$ cat src/rtl/seq_mult_param_pkg.sv
// Shared types and constants for the sequential Booth multiplier.
package seq_mult_pkg;
  typedef enum logic [1:0] {IDLE, RUN, DONE} state_t;

  localparam int DEF_WIDTH = 4;

  // Counter must hold 0..WIDTH, sized as ceil(log2(WIDTH+2)).
  function automatic int cnt_w(input int width);
    return $clog2(width + 2);
  endfunction
endpackage

$ cat src/rtl/seq_mult_param_if.sv
// Request/response bundle between a multiplier client and seq_mult_param.
interface seq_mult_param_if
  import seq_mult_pkg::*;
#(
  parameter int WIDTH = DEF_WIDTH
) ();
  logic                   start;
  logic                   mode_signed;
  logic [WIDTH-1:0]       m;
  logic [WIDTH-1:0]       q;
  logic                   busy;
  logic                   done;
  logic [2*WIDTH-1:0]     out;

  modport master (output start, mode_signed, m, q, input busy, done, out);
  modport slave  (input start, mode_signed, m, q, output busy, done, out);
endinterface

$ cat src/rtl/seq_mult_param_booth_step.sv
// One radix-2 Booth iteration: add/sub/no-op, then arithmetic shift of {acc,q,q_prev}.
module booth_step #(
  parameter int N = 5
) (
  input  logic [N-1:0] i_acc,
  input  logic [N-1:0] i_q,
  input  logic [N-1:0] i_m,
  input  logic         i_qprev,
  output logic [N-1:0] o_acc,
  output logic [N-1:0] o_q,
  output logic         o_qprev
);
  logic [N-1:0] w_sum;

  always_comb begin
    w_sum = i_acc;
    case ({i_q[0], i_qprev})
      2'b10:   w_sum = i_acc - i_m;
      2'b01:   w_sum = i_acc + i_m;
      default: w_sum = i_acc;
    endcase
  end

  assign o_acc   = {w_sum[N-1], w_sum[N-1:1]};
  assign o_q     = {w_sum[0], i_q[N-1:1]};
  assign o_qprev = i_q[0];
endmodule

$ cat src/rtl/seq_mult_param.sv
// Sequential signed/unsigned multiplier: one Booth step per cycle on WIDTH+1-bit operands.
module seq_mult_param
  import seq_mult_pkg::*;
#(
  parameter int WIDTH = DEF_WIDTH
) (
  input logic             clk,
  input logic             reset_n,
  seq_mult_param_if.slave bus
);
  localparam int N  = WIDTH + 1;
  localparam int CW = cnt_w(WIDTH);

  state_t          r_state, w_next;
  logic [N-1:0]    r_acc, r_q, r_m;
  logic            r_qprev;
  logic [CW-1:0]   r_cnt;
  logic [2*WIDTH-1:0] r_out;

  logic [N-1:0]    w_acc_n, w_q_n;
  logic            w_qprev_n;
  logic            w_last, w_cap;

  assign w_last = (r_cnt == CW'(WIDTH));
  assign w_cap  = bus.start && (r_state != RUN);

  booth_step #(.N(N)) u_step (
    .i_acc  (r_acc),
    .i_q    (r_q),
    .i_m    (r_m),
    .i_qprev(r_qprev),
    .o_acc  (w_acc_n),
    .o_q    (w_q_n),
    .o_qprev(w_qprev_n)
  );

  always_ff @(posedge clk or negedge reset_n) begin
    if (!reset_n) r_state <= IDLE;
    else          r_state <= w_next;
  end

  always_comb begin
    w_next = r_state;
    case (r_state)
      IDLE:    if (bus.start) w_next = RUN;
      RUN:     if (w_last)    w_next = DONE;
      DONE:    w_next = bus.start ? RUN : IDLE;
      default: w_next = IDLE;
    endcase
  end

  // Extension to WIDTH+1 bits lets one signed Booth datapath serve both modes.
  always_ff @(posedge clk or negedge reset_n) begin
    if (!reset_n) begin
      r_acc   <= '0;
      r_q     <= '0;
      r_m     <= '0;
      r_qprev <= 1'b0;
      r_cnt   <= '0;
      r_out   <= '0;
    end else if (w_cap) begin
      r_acc   <= '0;
      r_qprev <= 1'b0;
      r_cnt   <= '0;
      r_m     <= bus.mode_signed ? {bus.m[WIDTH-1], bus.m} : {1'b0, bus.m};
      r_q     <= bus.mode_signed ? {bus.q[WIDTH-1], bus.q} : {1'b0, bus.q};
    end else if (r_state == RUN) begin
      r_acc   <= w_acc_n;
      r_q     <= w_q_n;
      r_qprev <= w_qprev_n;
      r_cnt   <= r_cnt + 1'b1;
      if (w_last) r_out <= {w_acc_n[WIDTH-2:0], w_q_n};
    end
  end

  assign bus.busy = (r_state == RUN);
  assign bus.done = (r_state == DONE);
  assign bus.out  = r_out;
endmodule

$ cat src/flat_wrapper.sv
// flat-port wrapper written by rule: the top's interface ports become plain ports
module seq_mult_param_flat import seq_mult_pkg::*;
#(
  parameter int WIDTH = DEF_WIDTH
)
  (clk, reset_n, bus_start, bus_mode_signed, bus_m, bus_q, bus_busy, bus_done, bus_out);
  seq_mult_param_if #(.WIDTH(WIDTH)) bus_i ();
  input logic clk;
  input logic reset_n;
  input wire logic [$bits(bus_i.start)-1:0] bus_start;
  input wire logic [$bits(bus_i.mode_signed)-1:0] bus_mode_signed;
  input wire logic [$bits(bus_i.m)-1:0] bus_m;
  input wire logic [$bits(bus_i.q)-1:0] bus_q;
  output wire logic [$bits(bus_i.busy)-1:0] bus_busy;
  output wire logic [$bits(bus_i.done)-1:0] bus_done;
  output wire logic [$bits(bus_i.out)-1:0] bus_out;
  assign bus_i.start = bus_start;
  assign bus_i.mode_signed = bus_mode_signed;
  assign bus_i.m = bus_m;
  assign bus_i.q = bus_q;
  assign bus_busy = bus_i.busy;
  assign bus_done = bus_i.done;
  assign bus_out = bus_i.out;
  seq_mult_param #(.WIDTH(WIDTH)) u_core (.clk(clk), .reset_n(reset_n), .bus(bus_i));
endmodule
$ cat config.mk
export PLATFORM = sky130hd
export DESIGN_NAME = seq_mult_param_flat
export DESIGN_NICKNAME = d
export VERILOG_FILES = /design/src/rtl/seq_mult_param_pkg.sv /design/src/rtl/seq_mult_param_if.sv /design/src/rtl/seq_mult_param_booth_step.sv /design/src/rtl/seq_mult_param.sv /design/src/flat_wrapper.sv
export SDC_FILE = /design/constraint.sdc
export NUM_CORES = 1
export LEC_CHECK = 0
export CAP_MARGIN = 20
export CORE_ASPECT_RATIO = 1.25
export CORE_UTILIZATION = 50
export DETAILED_ROUTE_END_ITERATION = 7
export GPL_ROUTABILITY_DRIVEN = 0
export PLACE_DENSITY = 0.74
export SYNTH_ARGS = -nofsm -noshare
export SYNTH_HDL_FRONTEND = slang
export SYNTH_SLANG_ARGS = --single-unit
export TNS_END_PERCENT = 5
$ cat constraint.sdc
create_clock -name clk -period 5.4 [get_ports clk]
set_clock_uncertainty 0.15 [all_clocks]
set_input_delay 0.54 -clock clk [delete_from_list [all_inputs] [get_ports clk]]
set_output_delay 0.54 -clock clk [all_outputs]
set_load 0.03 [all_outputs]
==> impl_metrics.toml <==
[clocking]
cts-hold-fix-buffers = 0
insertion_delay_ns = 0.33
htree_levels = 1
cts_buffer_depth = 2
cts_tree = "done"
post_cts_resized = 0
cts-root-buf = "clkbuf_4"
post_cts_buffers = 0
cts-buffers-inserted = 3
cts.sinks = 28
clk_pin_slew_worst_paths_ns = 0.15

[route]
route.detailed.drc = 0
via_count = 1064
viasPerCell = 5.37
met2_length_mm = 1.57
highest_layer = "met4"
wirelength_mm = 2.81
routedLengthMet1_mm = 1.15
route.met3.wl_um = 53
firstDrtPassIters = 4
drt_iter0_markers = 20
ant_nets = 0
wl_per_cell_um = 14.2

[sta]
slew_headroom_pct = 64.4
rsz0062_at_grt = "false"
min_period_ns = 2.82
tns_ns = 0
setup_slack_ns = 2.58
slew_viol_final = 0
tightest_slew_ns = 0.531
setup_violations = 0
hold_viol_final = 0
fmax_ghz = 0.355
fin_crit_sh_pct = 52.2

[cells_and_area]
antennaDiodeCount = 0
post-route-util_pct = 64.2
layout_common_cells = "nand2_1 (28), dfrtp_1 (28), clkdlybuf4s50_1 (21)"
drive_above_1_share_pct = 9.15
nNetsFinal = 187
fin_area_sq_um = 1740
areaGrowthSynthToFinish_pct = 20.2

[outcome]
outcome = "finished clean"

[die]
core_sq_um = 2710
dieHeight_um = 62.1
start_util_pct = 53.4
die_area_sq_um = 3110
die_w_um = 50.1
pin_count = 22
row_count = 21

[synth]
yosys_warnings = 0
syn_area_sq_um = 1450
synth.net_count = 165
syn_area_per_cell_sq_um = 10.1
synth-seq-area-share_pct = 48.5
synth_seq_cells = 28
synth_cells = 143
synth.distinct_cells = 31

[power_and_ir_drop]
power_leakage_nw = 0.835
p_per_area_nw_per_um2 = 696
vdd.ir_drop.worst_mv = 0.345

[worst_setup_path]
crit_chain = "nand2b_1, inv_2, clkdlybuf4s50_1"
max_stage_delay_ns = 0.72
slowest_stage = "clkdlybuf4s50_1"
required_ns = 4.71
crit_type = "reg -> out"
crit_path_end_kind = "primary output"
startpoint_type = "flop"
reg2regPathDepth = 8
critical_path_peak_fanout = 17
worst_ep_arrival_time_ns = 2.13

[global_routing]
track_usage_pct = 21.0
grt_pass1_wl_mm = 5.04
antenna_found_initial = 0
grt_max_degree = 29
grt_pass1_vias = 1133
gr-total-overflow = 0

[place]
preCtsSetupSlack_ns = 2.80
dp_hpwl_mm = 2.16
place_area_sq_um = 1680
port_buffers = 21

[worst_hold_path]
worstHoldPathType = "reg -> reg"
hold_path_depth = 2

[job]
cap_violations = 0
==> area by class of cell <==
type / count / area (sq um)
Fill cell: 225 / 970
Sequential cell: 28 / 701
Multi-Input combinational cell: 101 / 689
Timing Repair Buffer: 22 / 218
Tap cell: 34 / 42.5
Inverter: 9 / 33.8
Clock inverter: 1 / 30.0
Clock buffer: 3 / 22.5
==> metal layers <==
metal	global-route usage [%]	up-vias
met3	1.47	4
met4	6.43	0
li1	-	525
met5	0	-
met1	26.4	517
met2	37.7	18
==> per-stage QoR <==
stage	instances	total power [W]	hold slack [ns]
final	198	0.00121	0.348
after floorplan	143	0.000878	0.0944
after global placement	194	0.00104	0.311
after detailed placement	194	0.00108	0.319
after CTS	198	0.00122	0.355
after global routing	198	0.00132	0.376
==> flip-flops by register name (all words and copies together), names as in the netlist <==
signal	cells
u_core.r_acc	4
u_core.bus.out	8
u_core.r_q	5
u_core.r_cnt	3
u_core.r_qprev	1
u_core.r_state	2
u_core.r_m	5
==> worst max-delay path, delay by kind of cell, from the launching register on <==
kind / cells / cell delay (ns)
buffers and inverters: 2 / 1.04
flip-flops: 1 / 0.40
AND/OR/NAND/NOR: 1 / 0.35
==> logic make-up after synthesis <==
group | Yosys count | share of synthesized area, %
AO/OA/AOI/OAI | 30 | 12.6
XOR/XNOR | 6 | 5.11
adder cells (fa/ha/maj) | 10 | 9.18
buffers and inverters | 14 | 3.81
flip-flops | 28 | 48.5
multiplexers | 11 | 8.05
AND/OR/NAND/NOR | 44 | 12.8
==> cells in the mapped netlist <==
cell / instances / area share, %
a21oi_2: 1 / 0.61
nand2_1: 28 / 7.3
a31oi_1: 1 / 0.43
nand4b_1: 1 / 0.61
a21oi_1: 6 / 2.1
nor2b_1: 1 / 0.43
o32ai_2: 1 / 1.1
nand3_1: 3 / 1.0
a21o_1: 2 / 1.0
o21ai_0: 14 / 4.8
xor2_1: 3 / 1.8
mux2_2: 5 / 3.9
nor3_1: 1 / 0.35
xnor2_1: 1 / 0.61
fa_1: 1 / 1.4
buf_2: 2 / 0.69
inv_2: 1 / 0.26
xnor2_2: 1 / 1.1
inv_1: 8 / 2.1
o31ai_1: 3 / 1.6
clkbuf_1: 3 / 0.78
nand2b_1: 1 / 0.43
ha_1: 9 / 7.8
nor2_2: 1 / 0.43
a211oi_1: 1 / 0.52
nor2_1: 7 / 1.8
o21ai_1: 1 / 0.35
xnor3_1: 1 / 1.6
dfrtp_1: 28 / 48
and3_1: 1 / 0.43
mux2i_1: 6 / 4.2
==> path summary, 6_finish.rpt <==
kind                                    from           endpoint  slack [ns]
setup / recovery           u_core.r_state[1]           bus_busy        2.58
setup reg to reg               u_core.r_q[0]    u_core.r_acc[3]        2.76
min in group asynchronous            reset_n  u_core.bus.out[1]        0.40
hold / removal             u_core.bus.out[5]  u_core.bus.out[5]        0.35
max in group asynchronous            reset_n     u_core.r_qprev        4.42
hold reg to reg            u_core.bus.out[5]  u_core.bus.out[5]        0.35
==> power by group <==
| part | switching, W | total [W] | internal [W] |
|---|---|---|---|
| clock network | 0.0000597 | 0.000135 | 0.0000751 |
| logic | 0.000377 | 0.000683 | 0.000307 |
| registers | 0.0000813 | 0.000391 | 0.000310 |
No activity file was read; power rests on OpenSTA's default activity.
